`config.mk`:
```
export PLATFORM = sky130hd
export DESIGN_NAME = mem_arbiter_flat
export DESIGN_NICKNAME = d
export VERILOG_FILES = /design/src/rtl/mem_arbiter_if.sv /design/src/rtl/mem_arbiter.sv /design/src/flat_wrapper.sv
export SDC_FILE = /design/constraint.sdc
export NUM_CORES = 1
export LEC_CHECK = 0
export ABC_AREA = 1
export ABC_CLOCK_PERIOD_IN_PS = 15700
export BUFFER_PORTS_ARGS = -buffer_cell sky130_fd_sc_hd__clkbuf_2
export CAP_MARGIN = 20
export CORE_MARGIN = 8
export CORE_UTILIZATION = 50
export CTS_CLUSTER_SIZE = 20
export DETAILED_ROUTE_END_ITERATION = 10
export MAX_ROUTING_LAYER = met4
export PLACE_DENSITY = 0.74
export SYNTH_ARGS = -nofsm -noshare
export SYNTH_HDL_FRONTEND = slang
export SYNTH_SLANG_ARGS = --single-unit
```
`constraint.sdc`:
```
create_clock -name clk_in -period 15.7 [get_ports clk_in]
set_input_delay 3.14 -clock clk_in [delete_from_list [all_inputs] [get_ports clk_in]]
set_output_delay 3.14 -clock clk_in [all_outputs]
set_load 0.05 [all_outputs]
```
`src/rtl/mem_arbiter_if.sv`:
```
// Bus bundle between the CPU side (fetch path, load/store buffer, RAM/IO) and mem_arbiter.
//   clear_in                        : ROB misprediction flush
//   if_valid/if_addr                : fetch request, held until if_done
//   if_done/if_data                 : fetch completion pulse and little-endian word
//   lsb_valid/lsb_wr/lsb_size/
//   lsb_addr/lsb_wdata              : load/store request, held until lsb_done
//   lsb_done/lsb_rdata              : load/store completion pulse and zero-extended data
//   mem_din/mem_dout/mem_a/mem_wr   : byte-wide RAM/IO bus
//   io_buffer_full                  : UART TX back-pressure
// slave is the arbiter's view; master is the environment's view.
interface mem_arbiter_if;
  logic        clear_in;
  logic        if_valid;
  logic [31:0] if_addr;
  logic        if_done;
  logic [31:0] if_data;
  logic        lsb_valid;
  logic        lsb_wr;
  logic [1:0]  lsb_size;
  logic [31:0] lsb_addr;
  logic [31:0] lsb_wdata;
  logic        lsb_done;
  logic [31:0] lsb_rdata;
  logic [7:0]  mem_din;
  logic [7:0]  mem_dout;
  logic [31:0] mem_a;
  logic        mem_wr;
  logic        io_buffer_full;

  modport slave (
    input  clear_in, if_valid, if_addr, lsb_valid, lsb_wr, lsb_size, lsb_addr, lsb_wdata,
           mem_din, io_buffer_full,
    output if_done, if_data, lsb_done, lsb_rdata, mem_dout, mem_a, mem_wr
  );

  modport master (
    output clear_in, if_valid, if_addr, lsb_valid, lsb_wr, lsb_size, lsb_addr, lsb_wdata,
           mem_din, io_buffer_full,
    input  if_done, if_data, lsb_done, lsb_rdata, mem_dout, mem_a, mem_wr
  );
endinterface

```
`src/rtl/mem_arbiter.sv`:
```
// Single-port memory arbiter: serialises instruction word fetches and 1/2/4-byte loads/stores
// onto a byte-wide RAM/IO bus, round-robin between fetch and load/store buffer.
//   clk_in : clock
//   rst_in : asynchronous active-high reset
//   bus    : request/response and RAM/IO signals (see mem_arbiter_if)
// Reads are aborted by clear_in; stores always complete. Stores whose base address is in IO
// space stall while io_buffer_full is high. All outputs are registered.
module mem_arbiter #(
  parameter logic [31:0] IO_BASE = 32'h30000
) (
  input logic          clk_in,
  input logic          rst_in,
  mem_arbiter_if.slave bus
);

  typedef enum logic [1:0] {StIdle, StRead, StWrite, StDone} state_e;

  state_e      state_q, state_d;
  logic [31:0] addr_q, addr_d;
  logic [31:0] wdata_q, wdata_d;
  logic [31:0] buf_q, buf_d;
  logic [2:0]  len_q, len_d;
  // Read: edges elapsed since grant. Write: index of the next byte to issue.
  logic [2:0]  cnt_q, cnt_d;
  logic        is_lsb_q, is_lsb_d;
  logic        last_lsb_q, last_lsb_d;

  logic        if_done_q, if_done_d;
  logic [31:0] if_data_q, if_data_d;
  logic        lsb_done_q, lsb_done_d;
  logic [31:0] lsb_rdata_q, lsb_rdata_d;
  logic [31:0] mem_a_q, mem_a_d;
  logic [7:0]  mem_dout_q, mem_dout_d;
  logic        mem_wr_q, mem_wr_d;

  logic        grant_if, grant_lsb;
  logic [2:0]  lsb_len;
  logic [2:0]  rd_idx;
  logic [31:0] rd_word;
  logic        io_stall;

  // Size 3 is illegal; it is treated as a word access.
  assign lsb_len = (bus.lsb_size == 2'd0) ? 3'd1 :
                   (bus.lsb_size == 2'd1) ? 3'd2 : 3'd4;

  always_comb begin
    grant_if  = 1'b0;
    grant_lsb = 1'b0;
    if (state_q == StIdle && !bus.clear_in) begin
      if (bus.lsb_valid && (!bus.if_valid || !last_lsb_q)) begin
        grant_lsb = 1'b1;
      end else if (bus.if_valid) begin
        grant_if = 1'b1;
      end
    end
  end

  always_comb begin
    state_d     = state_q;
    addr_d      = addr_q;
    wdata_d     = wdata_q;
    buf_d       = buf_q;
    len_d       = len_q;
    cnt_d       = cnt_q;
    is_lsb_d    = is_lsb_q;
    last_lsb_d  = last_lsb_q;
    if_done_d   = 1'b0;
    if_data_d   = if_data_q;
    lsb_done_d  = 1'b0;
    lsb_rdata_d = lsb_rdata_q;
    mem_a_d     = '0;
    mem_dout_d  = '0;
    mem_wr_d    = 1'b0;
    io_stall    = (addr_q >= IO_BASE) && bus.io_buffer_full;
    // The byte arriving now was addressed two edges after grant earlier than cnt_q.
    rd_idx      = cnt_q - 3'd2;
    rd_word     = buf_q;
    rd_word[{rd_idx[1:0], 3'b000} +: 8] = bus.mem_din;

    unique case (state_q)
      StIdle: begin
        if (grant_if || grant_lsb) begin
          last_lsb_d = grant_lsb;
          is_lsb_d   = grant_lsb;
          addr_d     = grant_lsb ? bus.lsb_addr : bus.if_addr;
          wdata_d    = bus.lsb_wdata;
          len_d      = grant_lsb ? lsb_len : 3'd4;
          buf_d      = '0;
          mem_a_d    = addr_d;
          if (grant_lsb && bus.lsb_wr) begin
            state_d    = StWrite;
            mem_dout_d = bus.lsb_wdata[7:0];
            if ((bus.lsb_addr >= IO_BASE) && bus.io_buffer_full) begin
              cnt_d = 3'd0;
            end else begin
              cnt_d    = 3'd1;
              mem_wr_d = 1'b1;
            end
          end else begin
            state_d = StRead;
            cnt_d   = 3'd1;
          end
        end
      end

      StRead: begin
        if (bus.clear_in) begin
          state_d = StIdle;
        end else begin
          cnt_d = cnt_q + 3'd1;
          if (cnt_q < len_q) begin
            mem_a_d = addr_q + 32'(cnt_q);
          end
          if (cnt_q >= 3'd2) begin
            buf_d = rd_word;
            if (rd_idx == len_q - 3'd1) begin
              state_d = StDone;
              if (is_lsb_q) begin
                lsb_done_d  = 1'b1;
                lsb_rdata_d = rd_word;
              end else begin
                if_done_d = 1'b1;
                if_data_d = rd_word;
              end
            end
          end
        end
      end

      StWrite: begin
        if (cnt_q == len_q) begin
          lsb_done_d = 1'b1;
          state_d    = StDone;
        end else begin
          mem_a_d    = addr_q + 32'(cnt_q);
          mem_dout_d = wdata_q[{cnt_q[1:0], 3'b000} +: 8];
          mem_wr_d   = !io_stall;
          if (!io_stall) begin
            cnt_d = cnt_q + 3'd1;
          end
        end
      end

      StDone: begin
        state_d = StIdle;
      end
    endcase
  end

  always_ff @(posedge clk_in or posedge rst_in) begin
    if (rst_in) begin
      state_q     <= StIdle;
      addr_q      <= '0;
      wdata_q     <= '0;
      buf_q       <= '0;
      len_q       <= '0;
      cnt_q       <= '0;
      is_lsb_q    <= 1'b0;
      last_lsb_q  <= 1'b0;
      if_done_q   <= 1'b0;
      if_data_q   <= '0;
      lsb_done_q  <= 1'b0;
      lsb_rdata_q <= '0;
      mem_a_q     <= '0;
      mem_dout_q  <= '0;
      mem_wr_q    <= 1'b0;
    end else begin
      state_q     <= state_d;
      addr_q      <= addr_d;
      wdata_q     <= wdata_d;
      buf_q       <= buf_d;
      len_q       <= len_d;
      cnt_q       <= cnt_d;
      is_lsb_q    <= is_lsb_d;
      last_lsb_q  <= last_lsb_d;
      if_done_q   <= if_done_d;
      if_data_q   <= if_data_d;
      lsb_done_q  <= lsb_done_d;
      lsb_rdata_q <= lsb_rdata_d;
      mem_a_q     <= mem_a_d;
      mem_dout_q  <= mem_dout_d;
      mem_wr_q    <= mem_wr_d;
    end
  end

  assign bus.if_done   = if_done_q;
  assign bus.if_data   = if_data_q;
  assign bus.lsb_done  = lsb_done_q;
  assign bus.lsb_rdata = lsb_rdata_q;
  assign bus.mem_a     = mem_a_q;
  assign bus.mem_dout  = mem_dout_q;
  assign bus.mem_wr    = mem_wr_q;

endmodule

```
`src/flat_wrapper.sv`:
```
// flat-port wrapper written by rule: the top's interface ports become plain ports
module mem_arbiter_flat 
#(
  parameter logic [31:0] IO_BASE = 32'h30000
)
  (clk_in, rst_in, bus_clear_in, bus_if_valid, bus_if_addr, bus_lsb_valid, bus_lsb_wr, bus_lsb_size, bus_lsb_addr, bus_lsb_wdata, bus_mem_din, bus_io_buffer_full, bus_if_done, bus_if_data, bus_lsb_done, bus_lsb_rdata, bus_mem_dout, bus_mem_a, bus_mem_wr);
  mem_arbiter_if bus_i ();
  input logic clk_in;
  input logic rst_in;
  input wire logic [$bits(bus_i.clear_in)-1:0] bus_clear_in;
  input wire logic [$bits(bus_i.if_valid)-1:0] bus_if_valid;
  input wire logic [$bits(bus_i.if_addr)-1:0] bus_if_addr;
  input wire logic [$bits(bus_i.lsb_valid)-1:0] bus_lsb_valid;
  input wire logic [$bits(bus_i.lsb_wr)-1:0] bus_lsb_wr;
  input wire logic [$bits(bus_i.lsb_size)-1:0] bus_lsb_size;
  input wire logic [$bits(bus_i.lsb_addr)-1:0] bus_lsb_addr;
  input wire logic [$bits(bus_i.lsb_wdata)-1:0] bus_lsb_wdata;
  input wire logic [$bits(bus_i.mem_din)-1:0] bus_mem_din;
  input wire logic [$bits(bus_i.io_buffer_full)-1:0] bus_io_buffer_full;
  output wire logic [$bits(bus_i.if_done)-1:0] bus_if_done;
  output wire logic [$bits(bus_i.if_data)-1:0] bus_if_data;
  output wire logic [$bits(bus_i.lsb_done)-1:0] bus_lsb_done;
  output wire logic [$bits(bus_i.lsb_rdata)-1:0] bus_lsb_rdata;
  output wire logic [$bits(bus_i.mem_dout)-1:0] bus_mem_dout;
  output wire logic [$bits(bus_i.mem_a)-1:0] bus_mem_a;
  output wire logic [$bits(bus_i.mem_wr)-1:0] bus_mem_wr;
  assign bus_i.clear_in = bus_clear_in;
  assign bus_i.if_valid = bus_if_valid;
  assign bus_i.if_addr = bus_if_addr;
  assign bus_i.lsb_valid = bus_lsb_valid;
  assign bus_i.lsb_wr = bus_lsb_wr;
  assign bus_i.lsb_size = bus_lsb_size;
  assign bus_i.lsb_addr = bus_lsb_addr;
  assign bus_i.lsb_wdata = bus_lsb_wdata;
  assign bus_i.mem_din = bus_mem_din;
  assign bus_i.io_buffer_full = bus_io_buffer_full;
  assign bus_if_done = bus_i.if_done;
  assign bus_if_data = bus_i.if_data;
  assign bus_lsb_done = bus_i.lsb_done;
  assign bus_lsb_rdata = bus_i.lsb_rdata;
  assign bus_mem_dout = bus_i.mem_dout;
  assign bus_mem_a = bus_i.mem_a;
  assign bus_mem_wr = bus_i.mem_wr;
  mem_arbiter #(.IO_BASE(IO_BASE)) u_core (.clk_in(clk_in), .rst_in(rst_in), .bus(bus_i));
endmodule
```
After elaboration in Yosys (flattened, before gate mapping)
Index checks and enable logic that the tools add are counted.
W data, S select, Z words.

storage, ports and cells
  input port bits = 113
  register bits after elaboration = 212
  output and inout bits = 107
  logic and storage cells = 116

cells by class
  add/subtract/negate cells = 5
  order comparisons = 4
  shift operators = 3
  eq/ne operators = 14
  reduce and logical (&&, ||, !) cells = 21
  muxes and demuxes = 53
  bitwise gates (word level) = 2

operators with widths
  operator                  count
  $mux W32                  8
  $pmux W32 S3              1
  $ge A32 B18 Y1 const B    2
  $pmux W32 S2              1
  $add A32 B3 Y32           1
  $bwmux W32                1
  $shift A8 B7 Y32 const A  1
  $shiftx A32 B6 Y8         1
  $shiftx A8 B7 Y32         1
  $mux W8                   3
  $mux W1                   21
  $mux W3                   7
  $pmux W8 S2               1
  $reduce_and A5 Y1         3
  $mux W2                   6
  $pmux W3 S3               1
  $ne A2 B2 Y1 const B      4
  $pmux W2 S4               1
  $reduce_and A4 Y1         2
  $neg A5 Y7                1
  $eq A3 B3 Y1              2
  $ne A3 B2 Y1 const B      2
  $logic_and A1 B1 Y1       5
  $eq A2 B1 Y1 const B      2
  15 further kinds          24

Depth between registers and ports, before layout
Gate-level depths: netlist (run 1).

  word-level depth = 9
  mapped depth = 13
  mapped depth without buffers = 12

Worst setup path before layout (run 1)
Ideal clock, no wire load.

  kind = input-to-reg
  start point = input port bus_clear_in
  end point = register u_core.buf_q[1]
  stages on the path = 7
  data required time = 15574 ps
  library setup time = 126 ps
  arrival time = 4018 ps
  path buffers = 1
  setup slack = 11556 ps
  cells stage by stage = nor2_2 o21ai_2 nand2_1 o21ai_1 a21oi_4 clkbuf_2 o21ai_0

between the ends
  longest elaborated chain between the ends = 6
  elaborated cells on any way between the ends = 8
  those cells by class = eq/ne: 2; mux: 2; reduce/logical: 4

ends and longest elaborated chain
  element                                 RTL line            source
  from (decl)                             flat_wrapper.sv:10  input wire logic [$bits(bus_i.clear_in)-1:0] bus_clear_in;
  $logic_not A1 Y1                        mem_arbiter.sv:49   if (state_q == StIdle && !bus.clear_in) begin
  $logic_and A1 B1 Y1                     mem_arbiter.sv:49
  $mux W1                                 mem_arbiter.sv:49
  $logic_or A1 B1 Y1                      mem_arbiter.sv:82   if (grant_if || grant_lsb) begin
  $ne A2 B2 Y1 (no source line)           --
  $reduce_and A4 Y1 (no source line) (*)  --
  to (signal assigned)                    mem_arbiter.sv:171  buf_q <= buf_d;
  to (decl)                               mem_arbiter.sv:21   logic [31:0] buf_q, buf_d;

Mark *: on every way between the ends. The rest lies on a longest branch, timed or not.
A chain may end at the register's enable or synchronous reset.

Worst setup path in the final report (run 1)
  start point = input port bus_clear_in
  end point = register u_core.if_data_q[9], in the netlist u_core.bus.if_data[9]

between the ends
  longest elaborated chain between the ends = 2

ends and longest elaborated chain
  element                             RTL line            source
  $not A1 Y1 (no source line)         --
  $reduce_and A5 Y1 (no source line)  --
  to (signal assigned)                mem_arbiter.sv:177  if_data_q <= if_data_d;
  to (decl)                           mem_arbiter.sv:29   logic [31:0] if_data_q, if_data_d;

Every way passes these cells.

==> impl_metrics.toml, run 1 <==
[outcome]
status = "completed"

[clock_network]
cts_setup_buffers = 0
cts_hold_buffers = 0
clk_path_buf_depth = 3
cts_resized = 0
h-tree-depth = 1
numCtsBuffers = 23
clkSinkCount = 212
root_buffer = "clkbuf_16"
cts_tree = "built"
clock_latency_ps = 510
clk_pin_slew_ps = 60

[routing]
vias = 9711
drc_errors = 0
vias_per_cell = 5.365
ant_nets = 0
drtPass1Iterations = 5
dr.first_iter.drc_count = 748
wl_per_cell_um = 17.04
wirelength_um = 30840

[worst_setup_path]
critPathRequiredTime_ps = 16150
worst_setup_path_end_kind = "register"
path_max_fanout = 34
worstSetupPathType = "input pin to register"
arrival_ps = 5110
worst-r2r-setup-slack_ps = 11890
critPathLaunchType = "input pin"

[timing]
setup_violations = 0
fin_crit_ps = 4663
final.setup.tns_ps = 0
period_share_pct = 29.70
layout_setup_ws_ps = 11040
slew_headroom_pct = 35.70
hold_viol = 0
max_freq_mhz = 214.4
report.final.slew_viol_count = 0
tightestPinTransition_ps = 964.4
rsz0062_at_grt = "no"
fin_skew_ps = 17.92

[final_layout]
area_delta_synth_final_pct = 20.24
fillCellCount = 1895
final_util_pct = 61.36
finalNetCount = 1649
fin_area_um2 = 12460
drive_above_1_share_pct = 18.83
layout.cells.non_filler = 1810

[floorplan]
die_x_um = 159.9
die-area_um2 = 25580
ios = 220
fp-row-count = 52
start_util_pct = 51.03
core_area_um2 = 20300
die_h_um = 159.9

[yosys]
synthCells = 1326
synth_nets = 1457
synth_seq_cells = 212
yosys_warnings = 0
ys_seq_area_share_pct = 51.21
ys_async_sr_fraction_pct = 100.0
netlist_area_um2 = 10360
synth_edf_count = 0
synth_cell_type_count = 35
synth-main-ff-cell = "dfrtp_1"
avgSynthCellArea_um2 = 7.812

[grt]
grt_pass1_vias = 9672
antenna_found_initial = 4
grt_max_degree = 140
grt_pass1_wl_um = 49940
grt-ovfl-total = 0
grt_usage_pct = 24.20

[placed_design]
post-dp-hpwl_um = 21610
place_area_um2 = 11600
place_ws_ps = 10510
placed_cells = 1762
place_congestion = 0.9556
io_buffers = 219

[min_path]
hp-class = "register to register"

[power_and_ir_drop]
ir_worst_vdd_v = 0.0001263
p_leak_uw = 0.006525
power.density_nw_per_um2 = 210.1

[flow_run]
cap_viol_max_count = 0
[layout make-up]
cell class	instances	area, um2	share of cell area, %
diodes	5	12.51	0.1005
clock buffers	27	620.6	4.982
clock inverters	15	210.2	1.688
inverters	117	446.7	3.586
multi-input cells	934	4324	34.72
flip-flops and latches	212	5305	42.59
well taps	270	337.8	2.712
repair buffers	230	1199	9.623
[report_power, final]
group,internal (uW),switching [uW]
logic,283,860
registers,748,134
clock network,366,226
[per-stage QoR]
step                hold slack [ps]  power (uW)
floorplan                     443.6        1723
global placement              457.8        2002
detailed placement            459.6        2024
CTS                           476.6        2624
global route                  490.7        2783
finish                        475.5        2617
[cells in the final DEF, fill, tap and decap left out, types with 6 or more instances in the layout]
| master | count |
|---|---|
| a21oi_1 | 51 |
| clkinv_2 | 7 |
| inv_1 | 109 |
| nand2_1 | 401 |
| nor2_1 | 113 |
| o22ai_1 | 24 |
| o21ai_0 | 185 |
| dfrtp_1 | 212 |
| buf_4 | 9 |
| nand4_1 | 21 |
| nand3_1 | 93 |
| inv_2 | 6 |
| clkbuf_2 | 219 |
| clkbuf_16 | 23 |
| ha_1 | 17 |
[worst paths after layout]
path | depth (start not counted) | to | startpoint
max | 6 | u_core.bus.if_data[9]$_DFFE_PP0P_ | bus_clear_in
min | 2 | u_core.wdata_q[10]$_DFFE_PP0P_ | u_core.wdata_q[10]$_DFFE_PP0P_
max reg2reg | 7 | u_core.bus.if_data[9]$_DFFE_PP0P_ | u_core.cnt_q[1]$_DFFE_PP0P_
min reg2reg | 2 | u_core.wdata_q[10]$_DFFE_PP0P_ | u_core.wdata_q[10]$_DFFE_PP0P_
max in group asynchronous | 3 | u_core.addr_q[12]$_DFFE_PP0P_ | rst_in
min in group asynchronous | 2 | u_core.wdata_q[14]$_DFFE_PP0P_ | rst_in
[worst max-delay path, stage by stage]
cell and delay, ps:
clkbuf_2 110, inv_1 90, nand3_2 570, nor2_4 890
nand2_1 180, nand2_1 110
[Yosys cell counts, types with 2 or more instances]
library cell / number / share of area, %
nand3_2: 2 / 0.19
nor3_1: 4 / 0.19
o21ai_1: 4 / 0.19
xor2_1: 3 / 0.25
buf_4: 12 / 0.87
inv_2: 6 / 0.22
dfrtp_1: 212 / 51
inv_1: 110 / 4.0
ha_1: 17 / 2.1
a21oi_1: 51 / 2.5
nand3_1: 93 / 4.5
clkbuf_1: 35 / 1.3
nand4_1: 21 / 1.3
buf_2: 8 / 0.39
clkbuf_2: 5 / 0.24
nor2_1: 113 / 4.1
buf_1: 3 / 0.11
o21ai_0: 185 / 8.9
o22ai_1: 24 / 1.4
nand2_1: 401 / 15
nor2_2: 3 / 0.18
[routing by layer]
metal / GRT usage, % / wire (um) / vias to the layer above
met5: - / 0 / -
met3: 4.370 / 2063 / 59
met2: 38.23 / 14330 / 354
met4: 7.349 / 758 / 0
li1: - / - / 4708
met1: 31.37 / 13690 / 4590
[flip-flops by register name, indices dropped and copies added (netlist names), 8 cells and up]
signal / count
u_core.addr_q: 32
u_core.bus.mem_dout: 8
u_core.wdata_q: 32
u_core.bus.if_data: 32
u_core.buf_q: 32
u_core.bus.mem_a: 32
u_core.bus.lsb_rdata: 32
[logic make-up after synthesis]
family | count (synthesis) | share of synthesized area (%)
fa+ha+maj | 18 | 2.247
flops | 212 | 51.21
simple gates | 640 | 25.22
buf+inv | 180 | 7.114
compound gates | 272 | 13.87
xor+xnor | 4 | 0.3383
No activity file was read; power rests on OpenSTA's default activity.
==> run 2: changes to the inputs <==
--- a/config.mk
+++ b/config.mk
@@ -6,7 +6,7 @@
 export NUM_CORES = 1
 export LEC_CHECK = 0
 export ABC_AREA = 1
-export ABC_CLOCK_PERIOD_IN_PS = 15700
+export ABC_CLOCK_PERIOD_IN_PS = 4110
 export BUFFER_PORTS_ARGS = -buffer_cell sky130_fd_sc_hd__clkbuf_2
 export CAP_MARGIN = 20
 export CORE_MARGIN = 8
@@ -14,7 +14,7 @@
 export CTS_CLUSTER_SIZE = 20
 export DETAILED_ROUTE_END_ITERATION = 10
 export MAX_ROUTING_LAYER = met4
-export PLACE_DENSITY = 0.74
+export PLACE_DENSITY = 0.77
 export SYNTH_ARGS = -nofsm -noshare
 export SYNTH_HDL_FRONTEND = slang
 export SYNTH_SLANG_ARGS = --single-unit
==> constraint.sdc (replaced) <==
create_clock -name clk_in -period 4.11 [get_ports clk_in]
set_input_delay 0.822 -clock clk_in [delete_from_list [all_inputs] [get_ports clk_in]]
set_output_delay 0.822 -clock clk_in [all_outputs]
set_load 0.05 [all_outputs]
==> run 2 against run 1 <==
Clock power increased to 3.4 times the previous value. Routed wire length increased by 1.3%. Sequential share of layout area increased by 0.30 points. Highest routed layer unchanged. Clock-buffer cell count increased by 8. Global-route usage increased by 0.58 points. Register-to-register slack got worse by 11000 ps. Clock skew decreased by 8.5 ps. Worst setup slack got worse by 9900 ps. Utilization decreased by 0.43 points. Hold slack got worse by 17 ps. Sequential power increased to 3.8 times the previous value.
==> impl_metrics.toml, run 2 (synthesis results as in run 1) <==
[outcome]
status = "completed"

[final_layout]
multi_input_comb_area_um2 = 4324
drive_above_1_share_pct = 18.46
final-seq-area_um2 = 5305
final_common_cell = "nand2_1"
finalNetCount = 1652
layout.cells.non_filler = 1805
final_cell_mix = "401 x nand2_1, 219 x clkbuf_2, 212 x dfrtp_1"
area_delta_synth_final_pct = 19.41
fillCellCount = 1826

[routing]
wl_per_cell_um = 17.31
drtPass1Iterations = 7
vias_per_cell = 5.447
vias = 9831
ant_nets = 0
wirelength_um = 31250
drc_errors = 0
dr.first_iter.drc_count = 831

[timing]
fin_crit_ps = 2943
hold_slack_ps = 458.3
max_freq_mhz = 339.8
report.final.slew_viol_count = 0
setup_violations = 0
period_share_pct = 71.61
tightestPinTransition_ps = 959.7
slew_headroom_pct = 36.02
fin_skew_ps = 9.443
final.setup.tns_ps = 0
rsz0062_at_grt = "no"
hold_viol = 0

[clock_network]
cts_setup_buffers = 0
cts_tree = "built"
cts_resized = 0
clock_latency_ps = 500
root_buffer = "clkbuf_16"
clk_path_buf_depth = 3
h-tree-depth = 1
clk_pin_slew_ps = 60
clkSinkCount = 212
cts_hold_buffers = 0
numCtsBuffers = 23

[flow_run]
cap_viol_max_count = 0

[grt]
grt_usage_pct = 24.79
grt_pass1_vias = 9951
grt_busiest_layer = "met2"
grt_pass1_wl_um = 51320
use_met2_pct = 40.12
gr-usage-met3_pct = 4.602
grt-ovfl-total = 0
use_met1_pct = 31.38
grt_max_degree = 125
antenna_found_initial = 2

[worst_setup_path]
cpPeakStageDelay_ps = 590
worst_path_dominant_cell_family = "simple AND/OR/NAND/NOR gates"
arrival_ps = 3380
critPathLaunchType = "register"
worst_setup_path_end_kind = "register"
path_max_fanout = 34
crit_chain = "inv_1, ha_1, nand2_1, nand2_1, nand3_2, nor2_1, nand3_1, inv_2, nand2_1, nand2_1"
path_buf_inv = 2
worstSetupPathType = "register to register"
crit_slowest_cell = "dfrtp_1"
cpMostUsedCell = "nand2_1"
critPathRequiredTime_ps = 4550

[power_and_ir_drop]
power.density_nw_per_um2 = 794.6
ir_worst_vdd_v = 0.0003744
p_leak_uw = 0.006478

[floorplan]
die_h_um = 159.9
start_util_pct = 51.03
die_x_um = 159.9
fp-row-count = 52
ios = 220
die-area_um2 = 25580
core_area_um2 = 20300

[min_path]
hp-class = "input pin to async pin"

[placed_design]
place_congestion = 0.9977
placed_cells = 1766
post-dp-hpwl_um = 22210
io_buffers = 219
-- run 2: cell count changes in the layout (fill, tap and decap cells not counted), moves of 3 or more --
cell,delta
clkinv_2,-7
bufinv_16,-4
clkbuf_1,+4
clkbuf_8,+4
buf_4,+3
diode_2,-3
-- run 2: metrics by stage --
step / power (uW) / setup slack (ps) / cell area (um2) / utilization [%]
5_1_grt: 10460 / 824.2 / 12370 / 60.93
3_5_place_dp: 7768 / 1231 / 11640 / 57.32
4_1_cts: 9832 / 1178 / 12360 / 60.91
3_3_place_gp: 7684 / 1356 / 11640 / 57.32
2_1_floorplan: 6581 / 531.8 / 10360 / -
6_report: 9829 / 1167 / 12370 / 60.93
-- run 2: cell type report --
| type | count | share of cell area [%] |
|---|---|---|
| antenna | 2 | 0.04046 |
| clock buffer | 35 | 5.584 |
| clock inverter | 2 | 0.3035 |
| inverter | 117 | 3.581 |
| multi-input combinational | 934 | 34.96 |
| sequential | 212 | 42.89 |
| tap | 270 | 2.731 |
| timing repair buffer | 233 | 9.913 |
-- run 2: layer usage --
metal	routed length [um]	vias to the layer above	share of wire [%]
met5	0	-	0
met4	885	0	2.8
met3	2407	61	7.7
met2	14770	408	47
met1	13200	4662	42
li1	-	4700	-
-- run 2: path summary, 6_finish.rpt --
kind / from / end / slack (ps) / cells after the start
worst max-delay path: u_core.cnt_q[0]$_DFFE_PP0P_ / u_core.bus.lsb_rdata[24]$_DFFE_PP0P_ / 1170 / 10
worst min-delay path: rst_in / u_core.bus.lsb_rdata[6]$_DFFE_PP0P_ / 460 / 3
worst max register to register: u_core.cnt_q[0]$_DFFE_PP0P_ / u_core.bus.lsb_rdata[24]$_DFFE_PP0P_ / 1170 / 10
worst min register to register: u_core.wdata_q[11]$_DFFE_PP0P_ / u_core.wdata_q[11]$_DFFE_PP0P_ / 470 / 2
max in group asynchronous: rst_in / u_core.bus.lsb_rdata[14]$_DFFE_PP0P_ / 3040 / 3
min in group clk_in: u_core.wdata_q[11]$_DFFE_PP0P_ / u_core.wdata_q[11]$_DFFE_PP0P_ / 470 / 2
-- run 2: report_power, final --
part / switching, uW / internal (uW) / leakage, uW
sequential: 492 / 2860 / 0.00281
clock: 816 / 1210 / 0.000354
combinational: 3360 / 1090 / 0.00331
-- run 2: worst register-to-register path, cell delays in order, from the launching register on --
cell and delay, ps:
dfrtp_1 590, inv_1 210, ha_1 240, nand2_1 70, nand2_1 110, nand3_2 530, nor2_1 250, nand3_1 130
inv_2 490, nand2_1 160, nand2_1 100
